File: src/rtl/unified_mem_arbiter_if.sv
// unified_mem_arbiter_if
//  Bundles the IF requester, DM requester and memory-side signals of the
//  unified memory arbiter.
//  Modports:
//   slave  - the arbiter's view: requests and memory responses in,
//            grants, responses and memory commands out.
//   master - the surrounding core/memory view (the mirror image).
//  Signals:
//   if_req/if_addr            IF read request (held until if_gnt)
//   if_gnt/if_rvalid/if_rdata IF grant pulse, response pulse, read data
//   dm_req/dm_we/dm_addr/dm_wdata/dm_be  DM request (held until dm_gnt)
//   dm_gnt/dm_rvalid/dm_rdata DM grant pulse, response pulse, read data
//   bus_err                   timeout flag, coincident with owner rvalid
//   mem_req/mem_we/mem_addr/mem_wdata/mem_be  memory command
//   mem_rvalid/mem_rdata      memory response
interface unified_mem_arbiter_if #(
  parameter int AW = 32,
  parameter int DW = 32
);
  logic            if_req;
  logic [AW-1:0]   if_addr;
  logic            if_gnt;
  logic            if_rvalid;
  logic [DW-1:0]   if_rdata;
  logic            dm_req;
  logic            dm_we;
  logic [AW-1:0]   dm_addr;
  logic [DW-1:0]   dm_wdata;
  logic [DW/8-1:0] dm_be;
  logic            dm_gnt;
  logic            dm_rvalid;
  logic [DW-1:0]   dm_rdata;
  logic            bus_err;
  logic            mem_req;
  logic            mem_we;
  logic [AW-1:0]   mem_addr;
  logic [DW-1:0]   mem_wdata;
  logic [DW/8-1:0] mem_be;
  logic            mem_rvalid;
  logic [DW-1:0]   mem_rdata;

  modport slave (
    input  if_req, if_addr,
    input  dm_req, dm_we, dm_addr, dm_wdata, dm_be,
    input  mem_rvalid, mem_rdata,
    output if_gnt, if_rvalid, if_rdata,
    output dm_gnt, dm_rvalid, dm_rdata, bus_err,
    output mem_req, mem_we, mem_addr, mem_wdata, mem_be
  );

  modport master (
    output if_req, if_addr,
    output dm_req, dm_we, dm_addr, dm_wdata, dm_be,
    output mem_rvalid, mem_rdata,
    input  if_gnt, if_rvalid, if_rdata,
    input  dm_gnt, dm_rvalid, dm_rdata, bus_err,
    input  mem_req, mem_we, mem_addr, mem_wdata, mem_be
  );
endinterface

File: src/rtl/unified_mem_arbiter.sv
// unified_mem_arbiter
//  Shares one single-port memory between instruction fetch (IF) and data
//  memory (DM). One transaction outstanding; DM has priority, but after
//  STARVE_MAX consecutive contended IF losses IF is forced to win. A BUSY
//  wait longer than TIMEOUT cycles ends with a bus error instead of a hang.
//  Ports:
//   clk   - clock, rising edge
//   srst  - synchronous reset, active low
//   bus   - unified_mem_arbiter_if.slave (requesters + memory)
//   perf_conflicts[31:0], perf_timeouts[15:0] - only with ARB_PERF_CNT_EN
//  Optional feature macro: ARB_PERF_CNT_EN (performance counters).
module unified_mem_arbiter #(
  parameter int AW         = 32,
  parameter int DW         = 32,
  parameter int STARVE_MAX = 4,
  parameter int TIMEOUT    = 64
) (
  input  logic                 clk,
  input  logic                 srst,
  unified_mem_arbiter_if.slave bus
`ifdef ARB_PERF_CNT_EN
  ,
  output logic [31:0]          perf_conflicts,
  output logic [15:0]          perf_timeouts
`endif
);
  localparam int BW = DW / 8;
  localparam int SW = $clog2(STARVE_MAX + 1);
  localparam int TW = $clog2(TIMEOUT);
  localparam logic [SW-1:0] STARVE_TOP = SW'(STARVE_MAX);
  localparam logic [TW-1:0] TMO_LAST   = TW'(TIMEOUT - 1);

  typedef enum logic [1:0] {IDLE, BUSY, RESP} state_t;

  state_t         state_reg, state_next;
  logic           owner_dm_reg;
  logic           err_reg;
  logic [SW-1:0]  starve_reg, starve_next;
  logic [TW-1:0]  tmo_reg;
  logic           we_reg;
  logic [AW-1:0]  addr_reg;
  logic [DW-1:0]  wdata_reg;
  logic [BW-1:0]  be_reg;
  logic [DW-1:0]  if_rdata_reg, dm_rdata_reg;

  logic           arb_en, contended, if_win, dm_win, grant;
  logic           resp_ok, resp_tmo;
  logic           mem_we_c;
  logic [AW-1:0]  mem_addr_c;
  logic [DW-1:0]  mem_wdata_c;
  logic [BW-1:0]  mem_be_c;

  // Arbitration happens in IDLE and in the RESP cycle; it is held off while
  // reset is asserted so no grant escapes during reset.
  always_comb begin
    arb_en    = srst && (state_reg == IDLE || state_reg == RESP);
    contended = arb_en && bus.if_req && bus.dm_req;
    if_win    = arb_en && bus.if_req && (!bus.dm_req || starve_reg == STARVE_TOP);
    dm_win    = arb_en && bus.dm_req && !if_win;
    grant     = if_win || dm_win;
  end

  always_comb begin
    state_next  = state_reg;
    starve_next = starve_reg;
    resp_ok     = 1'b0;
    resp_tmo    = 1'b0;
    case (state_reg)
      IDLE: if (grant) state_next = BUSY;
      BUSY: begin
        if (bus.mem_rvalid) begin
          resp_ok    = 1'b1;
          state_next = RESP;
        end else if (tmo_reg == TMO_LAST) begin
          resp_tmo   = 1'b1;
          state_next = RESP;
        end
      end
      RESP:    state_next = grant ? BUSY : IDLE;
      default: state_next = IDLE;
    endcase
    if (if_win)
      starve_next = '0;
    else if (dm_win && contended && starve_reg != STARVE_TOP)
      starve_next = starve_reg + 1'b1;
  end

  // Memory command: the winner drives it in its grant cycle, otherwise the
  // last issued command is held.
  always_comb begin
    mem_we_c    = dm_win ? bus.dm_we    : (if_win ? 1'b0 : we_reg);
    mem_addr_c  = dm_win ? bus.dm_addr  : (if_win ? bus.if_addr : addr_reg);
    mem_wdata_c = dm_win ? bus.dm_wdata : (if_win ? '0 : wdata_reg);
  end

  // IF fetches always enable every byte lane.
  generate
    for (genvar gi = 0; gi < BW; gi++) begin : g_be
      assign mem_be_c[gi] = if_win ? 1'b1 : (dm_win ? bus.dm_be[gi] : be_reg[gi]);
    end
  endgenerate

  always_ff @(posedge clk) begin
    if (!srst) begin
      state_reg    <= IDLE;
      owner_dm_reg <= 1'b0;
      err_reg      <= 1'b0;
      starve_reg   <= '0;
      tmo_reg      <= '0;
      we_reg       <= 1'b0;
      addr_reg     <= '0;
      wdata_reg    <= '0;
      be_reg       <= '0;
      if_rdata_reg <= '0;
      dm_rdata_reg <= '0;
    end else begin
      state_reg  <= state_next;
      starve_reg <= starve_next;
      if (grant) begin
        owner_dm_reg <= dm_win;
        we_reg       <= mem_we_c;
        addr_reg     <= mem_addr_c;
        wdata_reg    <= mem_wdata_c;
        be_reg       <= mem_be_c;
        tmo_reg      <= '0;
      end else if (state_reg == BUSY) begin
        tmo_reg <= tmo_reg + 1'b1;
      end
      if (resp_ok) begin
        err_reg <= 1'b0;
        if (owner_dm_reg) dm_rdata_reg <= we_reg ? '0 : bus.mem_rdata;
        else              if_rdata_reg <= bus.mem_rdata;
      end
      if (resp_tmo) begin
        err_reg <= 1'b1;
        if (owner_dm_reg) dm_rdata_reg <= '0;
        else              if_rdata_reg <= '0;
      end
    end
  end

  assign bus.if_gnt    = if_win;
  assign bus.dm_gnt    = dm_win;
  assign bus.if_rvalid = srst && state_reg == RESP && !owner_dm_reg;
  assign bus.dm_rvalid = srst && state_reg == RESP && owner_dm_reg;
  assign bus.bus_err   = srst && state_reg == RESP && err_reg;
  assign bus.if_rdata  = if_rdata_reg;
  assign bus.dm_rdata  = dm_rdata_reg;
  assign bus.mem_req   = grant;
  assign bus.mem_we    = mem_we_c;
  assign bus.mem_addr  = mem_addr_c;
  assign bus.mem_wdata = mem_wdata_c;
  assign bus.mem_be    = mem_be_c;

`ifdef ARB_PERF_CNT_EN
  logic [31:0] perf_conflicts_reg;
  logic [15:0] perf_timeouts_reg;

  always_ff @(posedge clk) begin
    if (!srst) begin
      perf_conflicts_reg <= '0;
      perf_timeouts_reg  <= '0;
    end else begin
      if (contended) perf_conflicts_reg <= perf_conflicts_reg + 1'b1;
      if (resp_tmo)  perf_timeouts_reg  <= perf_timeouts_reg + 1'b1;
    end
  end

  assign perf_conflicts = perf_conflicts_reg;
  assign perf_timeouts  = perf_timeouts_reg;
`endif
endmodule
File: src/flat_wrapper.sv
// flat-port wrapper written by rule: the top's interface ports become plain ports
module unified_mem_arbiter_flat 
#(
  parameter int AW         = 32,
  parameter int DW         = 32,
  parameter int STARVE_MAX = 4,
  parameter int TIMEOUT    = 64
)
  (clk, srst, bus_if_req, bus_if_addr, bus_dm_req, bus_dm_we, bus_dm_addr, bus_dm_wdata, bus_dm_be, bus_mem_rvalid, bus_mem_rdata, bus_if_gnt, bus_if_rvalid, bus_if_rdata, bus_dm_gnt, bus_dm_rvalid, bus_dm_rdata, bus_bus_err, bus_mem_req, bus_mem_we, bus_mem_addr, bus_mem_wdata, bus_mem_be);
  unified_mem_arbiter_if #(.AW(AW), .DW(DW)) bus_i ();
  input  logic clk;
  input  logic srst;
  input wire logic [$bits(bus_i.if_req)-1:0] bus_if_req;
  input wire logic [$bits(bus_i.if_addr)-1:0] bus_if_addr;
  input wire logic [$bits(bus_i.dm_req)-1:0] bus_dm_req;
  input wire logic [$bits(bus_i.dm_we)-1:0] bus_dm_we;
  input wire logic [$bits(bus_i.dm_addr)-1:0] bus_dm_addr;
  input wire logic [$bits(bus_i.dm_wdata)-1:0] bus_dm_wdata;
  input wire logic [$bits(bus_i.dm_be)-1:0] bus_dm_be;
  input wire logic [$bits(bus_i.mem_rvalid)-1:0] bus_mem_rvalid;
  input wire logic [$bits(bus_i.mem_rdata)-1:0] bus_mem_rdata;
  output wire logic [$bits(bus_i.if_gnt)-1:0] bus_if_gnt;
  output wire logic [$bits(bus_i.if_rvalid)-1:0] bus_if_rvalid;
  output wire logic [$bits(bus_i.if_rdata)-1:0] bus_if_rdata;
  output wire logic [$bits(bus_i.dm_gnt)-1:0] bus_dm_gnt;
  output wire logic [$bits(bus_i.dm_rvalid)-1:0] bus_dm_rvalid;
  output wire logic [$bits(bus_i.dm_rdata)-1:0] bus_dm_rdata;
  output wire logic [$bits(bus_i.bus_err)-1:0] bus_bus_err;
  output wire logic [$bits(bus_i.mem_req)-1:0] bus_mem_req;
  output wire logic [$bits(bus_i.mem_we)-1:0] bus_mem_we;
  output wire logic [$bits(bus_i.mem_addr)-1:0] bus_mem_addr;
  output wire logic [$bits(bus_i.mem_wdata)-1:0] bus_mem_wdata;
  output wire logic [$bits(bus_i.mem_be)-1:0] bus_mem_be;
  assign bus_i.if_req = bus_if_req;
  assign bus_i.if_addr = bus_if_addr;
  assign bus_i.dm_req = bus_dm_req;
  assign bus_i.dm_we = bus_dm_we;
  assign bus_i.dm_addr = bus_dm_addr;
  assign bus_i.dm_wdata = bus_dm_wdata;
  assign bus_i.dm_be = bus_dm_be;
  assign bus_i.mem_rvalid = bus_mem_rvalid;
  assign bus_i.mem_rdata = bus_mem_rdata;
  assign bus_if_gnt = bus_i.if_gnt;
  assign bus_if_rvalid = bus_i.if_rvalid;
  assign bus_if_rdata = bus_i.if_rdata;
  assign bus_dm_gnt = bus_i.dm_gnt;
  assign bus_dm_rvalid = bus_i.dm_rvalid;
  assign bus_dm_rdata = bus_i.dm_rdata;
  assign bus_bus_err = bus_i.bus_err;
  assign bus_mem_req = bus_i.mem_req;
  assign bus_mem_we = bus_i.mem_we;
  assign bus_mem_addr = bus_i.mem_addr;
  assign bus_mem_wdata = bus_i.mem_wdata;
  assign bus_mem_be = bus_i.mem_be;
  unified_mem_arbiter #(.AW(AW), .DW(DW), .STARVE_MAX(STARVE_MAX), .TIMEOUT(TIMEOUT)) u_core (.clk(clk), .srst(srst), .bus(bus_i));
endmodule
File: config.mk
export PLATFORM = sky130hd
export DESIGN_NAME = unified_mem_arbiter_flat
export DESIGN_NICKNAME = d
export VERILOG_FILES = /design/src/rtl/unified_mem_arbiter_if.sv /design/src/rtl/unified_mem_arbiter.sv /design/src/flat_wrapper.sv
export SDC_FILE = /design/constraint.sdc
export NUM_CORES = 1
export LEC_CHECK = 0
export ABC_CLOCK_PERIOD_IN_PS = 4200
export CAP_MARGIN = 20
export CORE_ASPECT_RATIO = 0.7
export CORE_MARGIN = 5
export CORE_UTILIZATION = 45
export DETAILED_ROUTE_END_ITERATION = 10
export HOLD_SLACK_MARGIN = 0.05
export PLACE_DENSITY = 0.82
export SYNTH_ARGS = -nofsm -noshare
export SYNTH_HDL_FRONTEND = slang
export SYNTH_SLANG_ARGS = --single-unit
File: constraint.sdc
create_clock -name clk -period 4.2 [get_ports clk]
set_input_delay 0.42 -clock clk [delete_from_list [all_inputs] [get_ports clk]]
set_output_delay 0.42 -clock clk [all_outputs]
set_load 0.05 [all_outputs]
# Word-level counts from Yosys, hierarchy flattened

Cells that the tools add are included.
W data, S select, Z words.

Word-level logic and storage cells: 79
Input bits: 138
Flip-flop bits (word level): 146

Add/sub/neg operators: 2
Reductions and logical operators: 23
Mux-type cells: 35
Bitwise gates (word level): 1
Equal/unequal tests: 7

Operator list:

| cell                  | count |
|---|---|
| $mux W32              | 13 |
| $mux W1               | 18 |
| $logic_and A1 B1 Y1   | 12 |
| $add A6 B1 Y6 const B | 1 |
| $eq A6 B6 Y1 const B  | 1 |
| $mux W2               | 3 |
| $pmux W2 S3           | 1 |
| $reduce_or A2 Y1      | 2 |
| $add A3 B1 Y3 const B | 1 |
| $eq A3 B3 Y1 const B  | 1 |
| $logic_not A1 Y1      | 3 |
| $logic_or A1 B1 Y1    | 3 |
| $ne A3 B2 Y1 const B  | 1 |
| $ne A3 B3 Y1 const B  | 1 |
| $eq A2 B1 Y1 const B  | 1 |
| $eq A2 B2 Y1 const B  | 1 |
| $logic_not A2 Y1      | 1 |
| $ne A2 B1 Y1 const B  | 1 |
| $reduce_and A2 Y1     | 1 |
| $reduce_bool A2 Y1    | 1 |
| $not A1 Y1            | 1 |

# Longest topological paths before layout

Gate-level depths: netlist of run 1.

Depth after elaboration: 10
Depth in mapped cells: 8

# Worst setup path before layout of run 1

Ideal clock, no wire load.

Kind: flip-flop to output port
Start point: register u_core.starve_reg[0]
End point: output port bus_mem_addr[10]
Path buffers: 1
Data required time: 3.780 ns
Arrival time: 2.100 ns
Slack: 1.680 ns
Stages on the path, launching flop included: 7
Path through: dfxtp_1 -> inv_1 -> ha_1 -> a21boi_1 -> clkbuf_1 -> nor3_1 -> a31oi_1

Cells in the longest elaborated chain, start to end: 6
Elaborated cells on any way between the ends: 7
Those cells by class: eq/ne: 1; mux: 2; reduce/logical: 4

Ends and longest elaborated chain:

| item                     | line                       | source |
|---|---|---|
| start: declaration       | unified_mem_arbiter.sv:38  | `logic [SW-1:0] starve_reg, starve_next;` |
| start signal: assignment | unified_mem_arbiter.sv:118 | `starve_reg <= starve_next;` |
| $eq A3 B3 Y1 *           | unified_mem_arbiter.sv:58  | `if_win = arb_en && bus.if_req && (!bus.dm_req \|\| starve_reg == STARVE_TOP);` |
| $logic_or A1 B1 Y1 *     | unified_mem_arbiter.sv:58  |  |
| $logic_and A1 B1 Y1 *    | unified_mem_arbiter.sv:58  |  |
| $logic_not A1 Y1         | unified_mem_arbiter.sv:59  | `dm_win = arb_en && bus.dm_req && !if_win;` |
| $logic_and A1 B1 Y1      | unified_mem_arbiter.sv:59  |  |
| $mux W32 *               | unified_mem_arbiter.sv:92  | `mem_addr_c = dm_win ? bus.dm_addr : (if_win ? bus.if_addr : addr_reg);` |
| end: declaration         | flat_wrapper.sv:31         | `output wire logic [$bits(bus_i.mem_addr)-1:0] bus_mem_addr;` |

Mark *: on every way between the ends. The rest lies on a longest branch, timed or not.

# Worst setup path after layout of run 1

Start point: input port bus_dm_req
End point: output port bus_mem_addr[1]

Cells in the longest elaborated chain, start to end: 6
Elaborated cells on any way between the ends: 8
Those cells by class: mux: 2; reduce/logical: 6

Ends and longest elaborated chain:

| item                | line                      | source |
|---|---|---|
| start: declaration  | flat_wrapper.sv:15        | `input wire logic [$bits(bus_i.dm_req)-1:0] bus_dm_req;` |
| $logic_not A1 Y1    | unified_mem_arbiter.sv:58 |  |
| $logic_or A1 B1 Y1  | unified_mem_arbiter.sv:58 |  |
| $logic_and A1 B1 Y1 | unified_mem_arbiter.sv:58 |  |
| $logic_not A1 Y1    | unified_mem_arbiter.sv:59 |  |
| $logic_and A1 B1 Y1 | unified_mem_arbiter.sv:59 |  |
| $mux W32 *          | unified_mem_arbiter.sv:92 |  |

Marked as above.

==> metrics.md, run 1 <==
| Metric | Value |
|---|---|
| Outcome | `finished clean` |
| Post-synthesis register bit count | `146` |
| Starting density of the core | `45.40%` |
| TNS Setup | `0 ns` |
| Hold buffer count at cts | `0` |
| Fraction of final layout cells sized beyond drive strength 1 | `12.89%` |
| FP Rows | `38` |
| Synthesized instance count | `881` |
| Count of unique library cells instantiated by Yosys | `43` |
| Post-synthesis sequential area ratio | `42.05%` |
| DP Wirelength | `16770 um` |
| TritonRoute pass-1 iters | `5` |
| PD cells | `393.4 nW/um2` |
| Starting DRT DRC Count | `512` |
| TritonCTS Sinks | `146` |
| Clock tree buffer depth | `2` |
| Aggregate global routing overflow | `0` |
| LEAKAGE | `0.003863 uW` |
| Syn avg cell area | `7.889 um2` |
| Root buf cell | `clkbuf_16` |
| Die area | `18070 um2` |
| Maximum VDD drop | `311.6 uV` |
| Final wirelength | `23950 um` |
| CP startpoint kind | `input port` |
| Hold/Removal Path Class | `input port to flop` |
| Die width | `158.5 um` |
| CTS clock-pin slew for the worst setup and hold paths | `0.06 ns` |
| YS warnings | `0` |
| CTS Buf Count | `17` |
| Pins over their slew limit | `0` |
| Post-synth EDFFs | `0` |
| Power Total | `4166 uW` |
| Die Y | `114.0 um` |
| Part of the cycle the worst path needs | `77.51%` |
| Buffers & Inverters on Critical Path | `3` |
| CTS tree | `done` |
| IO Count | `277` |
| Area Growth Syn to Fin | `52.35%` |
| Top post-synthesis cells by count | `174 x nand2_1, 146 x dfxtp_1, 136 x nand3_1, 64 x o211ai_1, 56 x a22o_1` |
| Final Wtd Congestion | `0.8585` |
| First-pass GRT wire length | `37770 um` |
| H-tree depth | `4` |
| Mapped Area | `6950 um2` |
| Fill count | `1217` |
| Async SR Flop Fraction | `0%` |
| Cell accounting for the most synthesized area | `dfxtp_1` |
| Largest net degree at the start of global routing | `94` |
| DR DRC count | `0` |
| Max Cap Viol | `0` |
| Synth Net Count | `1022` |
| Via-per-instance ratio | `5.809` |
| Slew at the pin with the worst max-slew slack | `1.059 ns` |
| Synth top area share | `42.05%` |
| Worst Skew | `0.01020 ns` |
| CP max stage delay | `0.61 ns` |
| WL/cell | `18.19 um` |
| Critical path cell sequence | `clkdlybuf4s50_1, a21bo_2, nand3_1, buf_4, a31oi_1, buf_12` |
| Slowest stage cell, crit path | `nand3_1` |
| RSZ-0062 raised after global routing | `false` |
| CP Data Arrival Time | `2.84 ns` |
| Core area | `15310 um2` |
| Worst-skew pair later-pin latency | `0.41 ns` |
| WS Path Type | `input port to primary output` |
| Req. time, crit path | `3.78 ns` |
| Port Buffer Count | `276` |
| CP delay by family, top | `buffers and inverters` |
| Antenna-violating nets left | `0` |
| Vias in the first global route | `7334` |
| Final-report setup violation count | `0` |
| Initial antenna violation count | `0` |
| Routed vias | `7650` |
| Final worst path period need | `3.255 ns` |
| Antenna Cells | `0` |
| CP Max Fanout | `20` |
| FMAX | `307.2 MHz` |
| Nets@finish | `1245` |
| Final hold viol count | `0` |
| Ys flop type | `dfxtp_1` |
| Synth top area cells | `dfxtp_1 42%, nand3_1 9.8%, nand2_1 9.4%, a22o_1 7.1%, o211ai_1 6.9%` |
| Max-Slew Margin vs Limit | `29.37%` |
| Critical path endpoint category | `primary output` |
| GR Util All Layers | `25.43%` |
| Post_cts resized | `0` |
| Post-CTS setup buffer count | `0` |
| Top-count cell post-synth | `nand2_1` |
path summary, 6_finish.rpt:
path / start / to / slack, ns / cells after the start
max: bus_dm_req / bus_mem_addr[1] / 0.94 / 6
min: srst / u_core.be_reg[0]$_SDFFE_PN0P_ / 0.44 / 2
max reg2reg: u_core.state_reg[0]$_SDFFE_PN0P_ / u_core.wdata_reg[7]$_SDFFE_PN0P_ / 1.99 / 5
min reg2reg: u_core.bus.if_rdata[29]$_SDFF_PN0_ / u_core.bus.if_rdata[29]$_SDFF_PN0_ / 0.45 / 2
layout by cell type (no fill, tap or decap), types with 2 or more instances in the layout:
cell             Yosys  routed
nand3b_1             4       4
o21ai_2              0       2
inv_6                0       5
or3_1                3       3
ha_1                 3       3
and3_1               2       2
a22o_1              56      56
o21ai_0             10      10
o22a_1               4       4
a31oi_1             32      32
nand2_1            174     174
inv_8                0       2
clkinvlp_4           0       6
nor2_1               6       5
buf_4                0      57
nor3_1              33      33
clkdlybuf4s50_1      0     204
o221a_2              5       5
nand3_1            136     136
inv_2                2       2
nor2b_1              4       2
buf_12               0      37
clkbuf_16            0      17
dfxtp_1            146     145
nand4_1             34      34
nand2b_1             2       2
a21boi_0             7       7
inv_1                5       5
a21oi_1             37      37
o211ai_1            64      64
final cells by class:
class                   instances  area [um2]  area share, %
repair buffers                298        3211          30.32
multi-input cells             634        3628          34.27
inverters                       7       26.28         0.2481
well taps                     200       250.2          2.363
clock buffers                  18       429.2          4.053
flip-flops and latches        146        2924          27.61
clock inverters                14       120.1          1.134
per-stage QoR:
| step | setup slack, ns | area [um2] | cells | util, % | hold WS [ns] |
|---|---|---|---|---|---|
| 2_1_floorplan | 1.680 | 6950 | 881 | - | 0.4426 |
| 3_3_place_gp | 1.078 | 10040 | 1285 | 65.58 | 0.4409 |
| 3_5_place_dp | 0.9956 | 10040 | 1285 | 65.58 | 0.4453 |
| 4_1_cts | 0.9798 | 10590 | 1317 | 69.16 | 0.4185 |
| 5_1_grt | 0.7833 | 10590 | 1317 | 69.16 | 0.4293 |
| 6_report | 0.9447 | 10590 | 1317 | 69.16 | 0.4360 |
logic make-up (layout without fill, tap and decap cells):
| group | count (synthesis) | in the layout | synth area share [%] |
|---|---|---|---|
| AND/OR/NAND/NOR | 406 | 406 | 27.42 |
| AO/OA/AOI/OAI | 223 | 223 | 23.26 |
| flip-flops | 146 | 146 | 42.05 |
| buffers and inverters | 101 | 337 | 6.481 |
| adder cells (fa/ha/maj) | 3 | 3 | 0.5401 |
| XOR/XNOR | 2 | 2 | 0.2521 |
power by group:
part	total [uW]	internal, uW	switching, uW
Sequential	1520	1470	55.8
Clock	1410	774	641
Combinational	1230	498	730
Total	4170	2740	1430
routing by layer:
layer | routed length [um] | global-route usage [%] | vias to the layer above | share of wire, %
met3 | 2490 | 7.964 | 18 | 10
li1 | - | - | 3686 | -
met2 | 11010 | 40.53 | 344 | 46
met4 | 209 | 5.341 | 0 | 0.87
met5 | 0 | 0 | - | 0
met1 | 10250 | 34.11 | 3602 | 43
worst register-to-register path: stages (launching register included):
cell and delay [ns]:
dfxtp_2 0.61, buf_4 0.37, and3b_2 0.28, nand2_4 0.12, inv_2 0.34, a22o_1 0.38
Power figures use the tool's default switching activity.
==> run 2, diff against run 1 <==
--- a/config.mk
+++ b/config.mk
@@ -5,14 +5,14 @@
 export SDC_FILE = /design/constraint.sdc
 export NUM_CORES = 1
 export LEC_CHECK = 0
-export ABC_CLOCK_PERIOD_IN_PS = 4200
+export ABC_CLOCK_PERIOD_IN_PS = 3410
 export CAP_MARGIN = 20
 export CORE_ASPECT_RATIO = 0.7
 export CORE_MARGIN = 5
-export CORE_UTILIZATION = 45
+export CORE_UTILIZATION = 44
 export DETAILED_ROUTE_END_ITERATION = 10
 export HOLD_SLACK_MARGIN = 0.05
-export PLACE_DENSITY = 0.82
+export PLACE_DENSITY = 0.8
 export SYNTH_ARGS = -nofsm -noshare
 export SYNTH_HDL_FRONTEND = slang
 export SYNTH_SLANG_ARGS = --single-unit
==> constraint.sdc (replaced) <==
create_clock -name clk -period 3.41 [get_ports clk]
set_input_delay 0.341 -clock clk [delete_from_list [all_inputs] [get_ports clk]]
set_output_delay 0.341 -clock clk [all_outputs]
set_load 0.05 [all_outputs]
==> run 2 against run 1 <==
Design area grew 1.1%; sequential share of layout area shrank 0.30 points; highest routed layer unchanged; die area grew 2.1%; largest power group is now clock; setup slack lost 0.30 ns.
==> metrics.md, run 2 (same netlist as run 1, synthesis figures left out) <==
| Metric | Value |
|---|---|
| Initial antenna violation count | `0 (unchanged)` |
| CTS Buf Count | `17 (unchanged)` |
| GR Util All Layers | `25.78% (+0.35 points)` |
| Routed vias | `7760 (+1.4%)` |
| Fraction of final layout cells sized beyond drive strength 1 | `13.21% (+0.32 points)` |
| CP startpoint kind | `input port` |
| Root buf cell | `clkbuf_16` |
| Via-per-instance ratio | `5.879 (+1.2%)` |
| FMAX | `361.2 MHz` |
| Buffers & Inverters on Critical Path | `4 (+1)` |
| CP delay by family, top | `buffers and inverters` |
| CP max stage delay | `0.70 ns (+0.09 ns)` |
| DR DRC count | `0 (unchanged)` |
| Most frequent cells in the layout | `202 x clkdlybuf4s50_1, 174 x nand2_1, 146 x dfxtp_1` |
| Max-Slew Margin vs Limit | `26.36% (-3.0 points)` |
| Starting DRT DRC Count | `707 (+38%)` |
| Final worst path period need | `2.769 ns` |
| Port Buffer Count | `276 (unchanged)` |
| Req. time, crit path | `3.07 ns (-0.71 ns)` |
| FP Rows | `38 (unchanged)` |
| Commonest non-fill, non-tap cell in the layout | `clkdlybuf4s50_1` |
| Nets@finish | `1248 (+0.24%)` |
| TritonCTS Sinks | `146 (unchanged)` |
| Critical path endpoint category | `primary output` |
| Die width | `160.2 um (+1.1%)` |
| Antenna Cells | `0 (unchanged)` |
| Starting density of the core | `44.84% (-0.56 points)` |
| Pins over their slew limit | `0 (unchanged)` |
| Die Y | `115.2 um (+1.0%)` |
| TritonRoute pass-1 iters | `5 (unchanged)` |
| WS Path Type | `input port to primary output` |
| Final wirelength | `24580 um (+2.6%)` |
| Largest net degree at the start of global routing | `58 (-38%)` |
| Outcome | `finished clean` |
| PD cells | `499.6 nW/um2 (+27%)` |
| Core area | `15500 um2 (+1.2%)` |
| Post_cts resized | `0 (unchanged)` |
| TNS Setup | `0 ns (unchanged)` |
| Die area | `18450 um2 (+2.1%)` |
| RSZ-0062 raised after global routing | `false` |
| Part of the cycle the worst path needs | `81.19%` |
| Final-report setup violation count | `0 (unchanged)` |
| Max Cap Viol | `0 (unchanged)` |
| First-pass GRT wire length | `39230 um (+3.9%)` |
| Worst-skew pair later-pin latency | `0.42 ns (about the same)` |
| Vias in the first global route | `7334 (unchanged)` |
| LEAKAGE | `0.003926 uW (+1.6%)` |
| H-tree depth | `4 (unchanged)` |
| Worst Skew | `0.01396 ns (+0.003761 ns)` |
| Area Growth Syn to Fin | `53.97%` |
| CP Data Arrival Time | `2.43 ns (-0.41 ns)` |
| Antenna-violating nets left | `0 (unchanged)` |
| CP Max Fanout | `57 (+190%)` |
| CTS tree | `done` |
| Fill count | `1248 (+2.5%)` |
| Pre-CTS setup slack | `0.6650 ns (-0.3305 ns)` |
| Slew at the pin with the worst max-slew slack | `1.105 ns (+0.04511 ns)` |
| Post-route worst setup slack | `0.6413 ns (-0.3035 ns)` |
| Aggregate global routing overflow | `0 (unchanged)` |
| Final Wtd Congestion | `0.8370 (-2.5%)` |
| Hold buffer count at cts | `0 (unchanged)` |
| CTS clock-pin slew for the worst setup and hold paths | `0.06 ns (about the same)` |
| WL/cell | `18.62 um (+2.4%)` |
| IO Count | `277 (unchanged)` |
| Slowest stage cell, crit path | `clkdlybuf4s50_1` |
| Hold/Removal Path Class | `input port to flop` |
| Clock tree buffer depth | `2 (unchanged)` |
| Final hold viol count | `0 (unchanged)` |
| Maximum VDD drop | `316.1 uV (+1.5%)` |
| Post-CTS setup buffer count | `0 (unchanged)` |
| DP Wirelength | `17000 um (+1.4%)` |
| Critical path cell sequence | `clkdlybuf4s50_1, nand3_1, nand2_4, inv_2, buf_12, a22o_1, buf_4` |
run 2: changes by cell type in the layout (fill, tap and decap cells not counted), sizes merged:
| cell | delta |
|---|---|
| clkinv | +3 |
| clkbuf | +2 |
| clkinvlp | -2 |
| clkdlybuf4s50 | -2 |
| buf | +5 |
| inv | -6 |
| bufinv | +3 |
run 2: power breakdown:
| group | internal (uW) | switching (uW) | total, uW |
|---|---|---|---|
| registers | 1810 | 63.1 | 1870 |
| logic | 623 | 912 | 1530 |
| clock network | 1190 | 749 | 1940 |
| total | 3620 | 1720 | 5350 |
run 2: layer usage:
metal | vias up | part of all wire, % | track usage (%)
met2 | 395 | 45 | 39.80
met1 | 3643 | 45 | 35.17
met3 | 34 | 9.1 | 8.097
met5 | - | 0 | 0
li1 | 3688 | - | -
met4 | 0 | 1.7 | 7.163
run 2: final cells by class:
type | count | area [um2] | area share (%)
Clock buffer | 20 | 456.7 | 4.268
Inverter | 7 | 26.28 | 0.2455
Sequential cell | 146 | 2923 | 27.31
Multi-Input combinational cell | 634 | 3623 | 33.86
Timing Repair Buffer | 301 | 3266 | 30.52
Tap cell | 200 | 250.2 | 2.338
Clock inverter | 12 | 156.4 | 1.461
run 2: final timing paths:
kind | from | end | slack (ns) | cells past startpoint
max | bus_if_req | bus_mem_wdata[31] | 0.64 | 7
min | srst | u_core.starve_reg[0]$_SDFFE_PP0P_ | 0.31 | 2
max reg2reg | u_core.state_reg[0]$_SDFFE_PN0P_ | u_core.wdata_reg[13]$_SDFFE_PN0P_ | 1.40 | 4
min reg2reg | u_core.bus.if_rdata[20]$_SDFF_PN0_ | u_core.bus.if_rdata[20]$_SDFF_PN0_ | 0.45 | 2
run 2: worst reg2reg max path, cell delays in order, from the launching register on:
cell      delay [ns]
dfxtp_1         0.34
buf_4           0.27
o21bai_1        0.18
and2_1          0.88
a22o_1          0.27
run 2: per-stage QoR:
stage                     total power, uW  util (%)  area (um2)  hold WS [ns]  std cells
final                                5347     69.04       10700        0.3126       1320
after global routing                 5534     69.04       10700        0.3197       1320
after CTS                            5365     69.04       10700        0.3047       1320
after detailed placement             3434     65.09       10090        0.4464       1288
after global placement               3425     65.09       10090        0.4420       1288
after floorplan                      2736         -        6950        0.4426        881
==> run 3, diff against run 2 <==
--- a/config.mk
+++ b/config.mk
@@ -5,7 +5,7 @@
 export SDC_FILE = /design/constraint.sdc
 export NUM_CORES = 1
 export LEC_CHECK = 0
-export ABC_CLOCK_PERIOD_IN_PS = 3410
+export ABC_CLOCK_PERIOD_IN_PS = 2700
 export CAP_MARGIN = 20
 export CORE_ASPECT_RATIO = 0.7
 export CORE_MARGIN = 5
==> constraint.sdc (replaced) <==
create_clock -name clk -period 2.7 [get_ports clk]
set_input_delay 0.27 -clock clk [delete_from_list [all_inputs] [get_ports clk]]
set_output_delay 0.27 -clock clk [all_outputs]
set_load 0.05 [all_outputs]
==> run 3 against run 2 <==
Wire length fell by 2.5%; critical endpoint is now bus_mem_addr[1]; combinational power rose by 27%; hold slack got worse by 0.016 ns; power rose by 22%; via count fell by 1.6%; clock power rose by 13%; sequential share of layout area barely moved; core utilization barely moved; global-route usage fell by 0.77 points; count of clock-buffer cells in the layout fell by 2; critical path type is now flop to primary output; flip-flop and latch count did not move; setup slack got worse by 0.48 ns.
==> metrics.md, run 3 (same netlist as run 1, synthesis figures left out) <==
| Metric | Value |
|---|---|
| Die area | `18450 um2 (unchanged)` |
| First-pass GRT wire length | `38190 um (-2.7%)` |
| CP startpoint kind | `flop` |
| Final hold viol count | `0 (unchanged)` |
| Largest net degree at the start of global routing | `53 (-8.6%)` |
| Part of the cycle the worst path needs | `93.89%` |
| Critical path endpoint category | `primary output` |
| CP Data Arrival Time | `2.27 ns (-0.16 ns)` |
| Most frequent cells in the layout | `200 x clkdlybuf4s50_1, 174 x nand2_1, 146 x dfxtp_1` |
| Slew at the pin with the worst max-slew slack | `0.5751 ns (-0.5295 ns)` |
| DR DRC count | `0 (unchanged)` |
| Post-route worst setup slack | `0.1649 ns (-0.4764 ns)` |
| Outcome | `finished clean` |
| Final worst path period need | `2.535 ns` |
| FP Rows | `38 (unchanged)` |
| PD cells | `608.0 nW/um2 (+22%)` |
| WHS | `0.2966 ns (-0.01601 ns)` |
| Core area | `15500 um2 (unchanged)` |
| CTS clock-pin slew for the worst setup and hold paths | `0.06 ns (about the same)` |
| Final wirelength | `23970 um (-2.5%)` |
| Hold buffer count at cts | `0 (unchanged)` |
| Starting DRT DRC Count | `579 (-18%)` |
| Pins over their slew limit | `0 (unchanged)` |
| Max Cap Viol | `0 (unchanged)` |
| Routed vias | `7636 (-1.6%)` |
| Pre-CTS setup slack | `0.3210 ns (-0.3441 ns)` |
| Port Buffer Count | `276 (unchanged)` |
| FMAX | `394.5 MHz` |
| WS Path Type | `flop to primary output` |
| CTS tree | `done` |
| GR Util All Layers | `25.02% (-0.77 points)` |
| Critical path cell sequence | `nor2b_2, buf_4, nand3_1, buf_4, a31oi_1, buf_12` |
| Req. time, crit path | `2.43 ns (-0.64 ns)` |
| Final Wtd Congestion | `0.8666 (+3.5%)` |
| Maximum VDD drop | `533.5 uV (+69%)` |
| Max-Slew Margin vs Limit | `61.54% (+35 points)` |
| Initial antenna violation count | `0 (unchanged)` |
| Final-report setup violation count | `0 (unchanged)` |
| Die width | `160.2 um (unchanged)` |
| DP Wirelength | `16710 um (-1.7%)` |
| CTS Buf Count | `17 (unchanged)` |
| Aggregate global routing overflow | `0 (unchanged)` |
| TritonCTS Sinks | `146 (unchanged)` |
| Commonest non-fill, non-tap cell in the layout | `clkdlybuf4s50_1` |
| RSZ-0062 raised after global routing | `false` |
| IO Count | `277 (unchanged)` |
| Area Growth Syn to Fin | `54.06% (about the same)` |
| Worst Skew | `0.01138 ns (-0.002579 ns)` |
| Clock tree buffer depth | `2 (unchanged)` |
| Vias in the first global route | `7202 (-1.8%)` |
| Post-CTS setup buffer count | `0 (unchanged)` |
| TritonRoute pass-1 iters | `5 (unchanged)` |
| Most frequent CP cell | `buf_4` |
| Via-per-instance ratio | `5.772 (-1.8%)` |
| CP delay by family, top | `buffers and inverters` |
| Antenna-violating nets left | `0 (unchanged)` |
| Hold/Removal Path Class | `input port to flop` |
| Post_cts resized | `0 (unchanged)` |
| Die Y | `115.2 um (unchanged)` |
| CP Max Fanout | `33 (-42%)` |
| Antenna Cells | `0 (unchanged)` |
| Fraction of final layout cells sized beyond drive strength 1 | `13.62% (+0.41 points)` |
| H-tree depth | `4 (unchanged)` |
| Root buf cell | `clkbuf_16` |
| Worst-skew pair later-pin latency | `0.41 ns (about the same)` |
| LEAKAGE | `0.003940 uW (+0.34%)` |
| Buffers & Inverters on Critical Path | `3 (-1)` |
| WL/cell | `18.12 um (-2.7%)` |
| CP max stage delay | `0.43 ns (-0.27 ns)` |
| Starting density of the core | `44.84% (unchanged)` |
| TNS Setup | `0 ns (unchanged)` |
| Nets@finish | `1251 (+0.24%)` |
| Slowest stage cell, crit path | `dfxtp_1` |
==> run 3: cell types whose count changed in the layout (fill, tap and decap cells not counted), sizes merged <==
cell           before  now
clkdlybuf4s50     202  200
inv                 8   14
bufinv              3    0
buf                99  104
clkbuf             20   18
clkinvlp            4    3
==> run 3: metrics by stage <==
stage	cells	power (uW)	util, %	area, um2
global route	1323	6768	69.08	10710
global placement	1291	4335	65.52	10160
CTS	1323	6558	69.08	10710
finish	1323	6510	69.08	10710
detailed placement	1291	4348	65.52	10160
floorplan	881	3455	-	6950
==> run 3: final timing paths <==
path                                     start                                 end  slack (ns)  depth (start not counted)
min                                       srst    u_core.state_reg[1]$_SDFFE_PN0P_        0.30                          3
min reg2reg  u_core.bus.if_rdata[0]$_SDFF_PN0_   u_core.bus.if_rdata[0]$_SDFF_PN0_        0.46                          2
max           u_core.state_reg[0]$_SDFFE_PN0P_                     bus_mem_addr[1]        0.16                          6
max reg2reg   u_core.state_reg[0]$_SDFFE_PN0P_  u_core.bus.if_rdata[29]$_SDFF_PN0_        0.79                          5
==> run 3: routing by layer <==
metal	routed length [um]	GRT usage [%]	part of all wire (%)
met5	0	0	0
met4	333	5.501	1.4
met3	2554	8.599	11
met2	10610	39.10	44
met1	10470	33.85	44
==> run 3: worst register-to-register path: cells and delay by family, from the launching register on <==
kind | cells | cell delay (ns)
simple gates | 1 | 0.22
buf+inv | 2 | 0.62
flops | 1 | 0.57
compound gates | 2 | 0.37
==> run 3: final cells by class <==
class / instances / area [um2]
fillers: 1245 / 4792
repair buffers: 304 / 3333
clock inverters: 14 / 122.6
flip-flops and latches: 146 / 2923
multi-input cells: 634 / 3623
inverters: 7 / 26.28
well taps: 200 / 250.2
clock buffers: 18 / 429.2
==> run 3: where the power goes <==
group | leakage, uW | internal, uW | total (uW) | switching [uW]
registers | 0.00119 | 2280 | 2360 | 80.6
logic | 0.00248 | 800 | 1950 | 1150
clock network | 0.000264 | 1210 | 2200 | 993
total | 0.00394 | 4290 | 6510 | 2220
